$ cat config.mk
export PLATFORM = sky130hd
export DESIGN_NAME = pipe_ctrl
export DESIGN_NICKNAME = d
export VERILOG_FILES = /design/src/rtl/rv32i_types.sv /design/src/rtl/hazard_detect.sv /design/src/rtl/pipe_ctrl.sv
export SDC_FILE = /design/constraint.sdc
export NUM_CORES = 1
export LEC_CHECK = 0
export ABC_CLOCK_PERIOD_IN_PS = 2900
export CAP_MARGIN = 20
export CORE_MARGIN = 3
export CORE_UTILIZATION = 40
export DETAILED_ROUTE_END_ITERATION = 7
export PLACE_DENSITY = 0.68
export SYNTH_ARGS = -nofsm -noshare
export SYNTH_HDL_FRONTEND = slang
export SYNTH_SLANG_ARGS = --single-unit
$ cat constraint.sdc
create_clock -name clk -period 2.9 [get_ports clk]
set_input_delay 0.58 -clock clk [delete_from_list [all_inputs] [get_ports clk]]
set_output_delay 0.58 -clock clk [all_outputs]
set_load 0.05 [all_outputs]
$ cat src/rtl/rv32i_types.sv
// Shared types for the RV32I pipeline control slice.
package rv32i_types;

  localparam int unsigned REG_IDX_W = 5;
  localparam int unsigned STALL_CNT_W = 32;
  localparam int unsigned FLUSH_CNT_W = 16;

  typedef enum logic [1:0] {
    START     = 2'd0,
    RUN       = 2'd1,
    DMEM_WAIT = 2'd2,
    SQUASH    = 2'd3
  } pipe_ctrl_state_t;

  // Bundle of the five pipeline control strobes.
  typedef struct packed {
    logic go;
    logic stall;
    logic flush;
    logic front_we;
    logic back_we;
  } pipe_ctrl_out_t;

  // Builds a control bundle from individual strobes.
  function automatic pipe_ctrl_out_t ctl_pack(
    input logic go,
    input logic stall,
    input logic flush,
    input logic front_we,
    input logic back_we
  );
    pipe_ctrl_out_t c;
    c.go       = go;
    c.stall    = stall;
    c.flush    = flush;
    c.front_we = front_we;
    c.back_we  = back_we;
    return c;
  endfunction

endpackage

$ cat src/rtl/hazard_detect.sv
// Load-use hazard compare between the decode sources and a load in ID/EX.
module hazard_detect
  import rv32i_types::*;
(
  input  logic [REG_IDX_W-1:0] id_rs1_s,
  input  logic [REG_IDX_W-1:0] id_rs2_s,
  input  logic                 ex_memread,
  input  logic [REG_IDX_W-1:0] ex_rd_s,
  output logic                 load_use
);

  // x0 never carries a dependency, so a load targeting it cannot hazard.
  always_comb begin
    load_use = ex_memread && (ex_rd_s != '0) &&
               ((ex_rd_s == id_rs1_s) || (ex_rd_s == id_rs2_s));
  end

endmodule

$ cat src/rtl/pipe_ctrl.sv
// Pipeline stall/flush controller: sequences memory waits, branch squashes
// and load-use bubbles, and keeps running stall and flush totals.
//
// state     | meaning
// ----------|-----------------------------------------------------------
// START     | first cycle after reset, all strobes low
// RUN       | normal issue; hazards resolved by priority each cycle
// DMEM_WAIT | whole pipe frozen until data memory responds
// SQUASH    | branch redirected while a fetch was in flight; drop it
module pipe_ctrl
  import rv32i_types::*;
(
  input  logic                   clk,
  input  logic                   rst,
  input  logic                   imem_resp,
  input  logic                   dmem_req,
  input  logic                   dmem_resp,
  input  logic [REG_IDX_W-1:0]   id_rs1_s,
  input  logic [REG_IDX_W-1:0]   id_rs2_s,
  input  logic                   ex_memread,
  input  logic [REG_IDX_W-1:0]   ex_rd_s,
  input  logic                   br_taken_ex,
  output logic                   go,
  output logic                   stall,
  output logic                   flush,
  output logic                   front_we,
  output logic                   back_we,
  output logic [STALL_CNT_W-1:0] stall_cnt,
  output logic [FLUSH_CNT_W-1:0] flush_cnt
);

  pipe_ctrl_state_t       state_q, state_d;
  logic [STALL_CNT_W-1:0] stall_cnt_q, stall_cnt_d;
  logic [FLUSH_CNT_W-1:0] flush_cnt_q, flush_cnt_d;
  pipe_ctrl_out_t         ctl;
  logic                   load_use;
  logic                   dmem_hold;

  hazard_detect u_hazard_detect (
    .id_rs1_s   (id_rs1_s),
    .id_rs2_s   (id_rs2_s),
    .ex_memread (ex_memread),
    .ex_rd_s    (ex_rd_s),
    .load_use   (load_use)
  );

  // Memory wait: a fresh unanswered request in RUN, or still no response in
  // DMEM_WAIT. Once the response lands, DMEM_WAIT resolves like RUN so the
  // completing cycle is not counted as a stall.
  always_comb begin
    dmem_hold = 1'b0;
    if (state_q == RUN) begin
      dmem_hold = dmem_req && !dmem_resp;
    end else if (state_q == DMEM_WAIT) begin
      dmem_hold = !dmem_resp;
    end
  end

  // Next-state and control strobes, priority dmem > branch > load-use > imem.
  always_comb begin
    state_d = state_q;
    ctl     = '0;
    if (!rst) begin
      state_d = START;
    end else begin
      unique case (state_q)
        START: begin
          state_d = RUN;
        end
        RUN, DMEM_WAIT: begin
          if (dmem_hold) begin
            state_d = DMEM_WAIT;
          end else if (br_taken_ex) begin
            ctl     = ctl_pack(1'b0, 1'b0, 1'b1, 1'b1, 1'b1);
            state_d = imem_resp ? RUN : SQUASH;
          end else if (load_use) begin
            ctl     = ctl_pack(1'b0, 1'b1, 1'b0, 1'b0, 1'b1);
            state_d = RUN;
          end else if (!imem_resp) begin
            ctl     = ctl_pack(1'b0, 1'b1, 1'b0, 1'b0, 1'b1);
            state_d = RUN;
          end else begin
            ctl     = ctl_pack(1'b1, 1'b0, 1'b0, 1'b1, 1'b1);
            state_d = RUN;
          end
        end
        SQUASH: begin
          // The first fetch response after a redirect is the stale one.
          ctl = ctl_pack(1'b0, 1'b1, 1'b0, 1'b0, 1'b1);
          if (imem_resp) begin
            state_d = RUN;
          end
        end
        default: begin
          state_d = START;
        end
      endcase
    end
  end

  // Running totals; START is excluded since the front end is idle by design.
  always_comb begin
    stall_cnt_d = stall_cnt_q;
    flush_cnt_d = flush_cnt_q;
    if ((state_q != START) && !ctl.front_we) begin
      stall_cnt_d = stall_cnt_q + {{(STALL_CNT_W-1){1'b0}}, 1'b1};
    end
    if (ctl.flush) begin
      flush_cnt_d = flush_cnt_q + {{(FLUSH_CNT_W-1){1'b0}}, 1'b1};
    end
  end

  // State and counter registers with synchronous active-low reset.
  always_ff @(posedge clk) begin
    if (!rst) begin
      state_q     <= START;
      stall_cnt_q <= '0;
      flush_cnt_q <= '0;
    end else begin
      state_q     <= state_d;
      stall_cnt_q <= stall_cnt_d;
      flush_cnt_q <= flush_cnt_d;
    end
  end

  assign go        = ctl.go;
  assign stall     = ctl.stall;
  assign flush     = ctl.flush;
  assign front_we  = ctl.front_we;
  assign back_we   = ctl.back_we;
  assign stall_cnt = stall_cnt_q;
  assign flush_cnt = flush_cnt_q;

endmodule

==> results.md <==
- CTS sink cnt: 50
- Starting Density: 42.1%
- I/O Pins: 75
- Clock slew at reported path FFs: 0.09 ns
- Fmax: 359 MHz
- First-pass iteration count of the detailed router: 4
- Crit Path Class: input pin to output port
- CTS Buffer Depth: 2
- RSZ-0062 raised after global routing: false
- Grt ovf: 0
- Filler cells: 601
- Num CTS Buffers: 5
- Synth warnings: 0
- Die H: 88.4 µm
- Final Max Slew Viols: 0
- Initial antenna violation count: 0
- Synth top area share: 36.8%
- Vias in the first global route: 2450
- Main synth FF type: dfxtp_1
- Slew margin rel.: 62.6%
- Post-Route WL: 6.63 mm
- Htree depth: 2
- Final antenna-violating net count: 0
- WL/cell: 14.1 µm
- List of most frequent post-synthesis cells: dfxtp_1 (50), a21oi_1 (34), nor2_1 (21)
- Worst Tran Pin Value: 0.560 ns
- GRT Total Usage: 17.6%
- Worst Hold Class: flop to flop
- Area contributors post-synth: dfxtp_1 (37%), a21oi_1 (6.3%), o31ai_1 (4.4%)
- Syn Inst Count: 319
- Leak: 0.00126 µW
- CTS tree: yes
- Final Hold Viols: 0
- Power density cells: 380 nW/µm²
- Largest net degree at the start of global routing: 63
- Syn Nets: 348
- Worst Hold Slack: 0.492 ns
- Tmin final: 2.79 ns
- CP endpoint kind: output port
- Final setup viols: 0
- Setup TNS Final: 0 ns
- Num rows: 29
- Area delta synth->final: 37.8%
- Flip-flop and latch count after synthesis: 50
- Gp weighted congestion: 0.773
- I/O Buffers: 74
- First-pass GRT wire length: 11.1 mm
- Core outline area: 6460 µm²
- Layout Nets: 421
- Latest clock arrival within the worst-skew pair: 0.31 ns
- Vias per inst: 5.53
- Clk root buf: clkbuf_8
- Critical Path Fanout Max: 3
- Skew final: 0.0179 ns
- DIE WIDTH: 88.4 µm
- Share of cells above drive strength 1: 9.41%
- Netlist cell types: 38
- Top-count cell post-synth: dfxtp_1
- Worst Setup Start Kind: input pin
- Dpl hpwl: 4.75 mm
- Via count: 2598
- Register area share after synthesis: 36.8%
- Die footprint: 7820 µm²
- Synth area leader: dfxtp_1
- Drt drc: 0
- Max_cap viols: 0
- DRT iter0 DRCs: 138
- Number of synthesized flops with an enable pin: 0
- # diodes: 0
- Max IR drop VDD: 0.218 mV
- Worst path arrival time: 2.21 ns
- Post-Syn Area per Cell: 8.52 µm²
- Status: complete, no violations
- Critical Path RT: 2.32 ns
- Fraction of registers with async set/reset: 0%
- Period utilization: 96.1%
- Synth Cell Area: 2720 µm²
==> worst paths after layout <==
| check | start | slack [ns] | depth (start not counted) | endpoint |
|---|---|---|---|---|
| setup / recovery | ex_rd_s[1] | 0.11 | 8 | stall |
| hold / removal | stall_cnt[31] | 0.49 | 2 | stall_cnt[31] |
| setup reg to reg | state_q[1] | 0.58 | 9 | stall_cnt[26] |
| hold reg to reg | stall_cnt[31] | 0.49 | 2 | stall_cnt[31] |
==> critical path, cell delays in order <==
cell	delay (ns)
clkdlybuf4s50_1	0.59
xnor2_1	0.16
nand2_1	0.09
o22ai_2	0.22
nand2b_4	0.09
a21oi_2	0.18
o21a_1	0.15
buf_6	0.16
==> sequential cells by signal, indices dropped and copies added, names as in the netlist <==
name	flops
state_q	2
flush_cnt	16
stall_cnt	32
==> through the flow <==
step / setup WS (ns) / instances / total power (µW) / cell area (µm²) / utilization, %
floorplan: 0.211 / 319 / 853 / 2720 / -
global placement: 0.0583 / 462 / 928 / 3580 / 55.4
detailed placement: 0.0182 / 462 / 931 / 3580 / 55.4
CTS: 0.0113 / 470 / 1430 / 3690 / 57.1
global route: 0.0184 / 470 / 1490 / 3750 / 58.0
finish: 0.113 / 470 / 1420 / 3750 / 58.0
==> where the power goes <==
part / switching [µW] / leakage [µW] / internal (µW)
registers: 8.02 / 0.000404 / 694
clock network: 242 / 0.0000585 / 259
logic: 125 / 0.000795 / 95.4
==> final cells by class <==
type | count | area, µm² | share of cell area, %
timing repair buffer | 82 | 877 | 23.4
inverter | 6 | 22.5 | 0.601
multi-input combinational | 247 | 1640 | 43.7
sequential | 50 | 1000 | 26.7
tap | 77 | 96.3 | 2.57
clock buffer | 5 | 68.8 | 1.84
clock inverter | 3 | 43.8 | 1.17
==> logic make-up (layout without fill, tap and decap cells) <==
family / Yosys count / in the layout / synth area share, %
and+or+nand+nor: 136 / 136 / 28.2
AOI/OAI and AO/OA: 78 / 78 / 18.5
DFF: 50 / 50 / 36.8
xor gates and xnor gates: 23 / 23 / 7.41
buffers and inverters: 22 / 96 / 4.69
adders and majority gates: 7 / 7 / 3.22
muxes: 3 / 3 / 1.24
==> cell usage in the layout (no fill, tap or decap), types with 2 or more instances in the layout <==
cell / synthesis / routed
a21oi_1: 34 / 33
and2_1: 7 / 7
and3_1: 7 / 7
and4_1: 7 / 7
buf_12: 0 / 6
buf_4: 1 / 6
clkbuf_8: 0 / 5
clkdlybuf4s50_1: 0 / 65
dfxtp_1: 50 / 50
dlymetal6s2s_1: 0 / 4
ha_1: 7 / 7
inv_1: 6 / 6
mux2i_1: 2 / 2
nand2_1: 19 / 18
nand3_1: 20 / 20
nand4_1: 16 / 16
nor2_1: 21 / 20
nor2_2: 1 / 2
o21ai_0: 11 / 11
o21ai_1: 8 / 8
o31ai_1: 16 / 16
or3_1: 17 / 17
or4_1: 16 / 15
xnor2_1: 12 / 11
xor2_1: 11 / 11
==> routing by layer <==
metal / vias to the layer above / track usage, % / routed length (µm) / part of all wire [%]
li1: 1337 / - / - / -
met1: 1191 / 23.3 / 3160 / 48
met2: 62 / 28.4 / 3030 / 46
met3: 8 / 4.84 / 380 / 5.7
met4: 0 / 4.40 / 66 / 1.0
met5: - / 0 / 0 / 0
==> timing repair <==
| action | 4_1_cts | 5_1_grt |
|---|---|---|
| hold buffers | 0 | 0 |
| endpoints found under the hold margin | 0 | 0 |
| buffers inserted | 0 | 0 |
| setup endpoints to repair | 0 | 3 |
| resized for setup | 0 | 13 |
No activity file was read; power rests on OpenSTA's default activity.
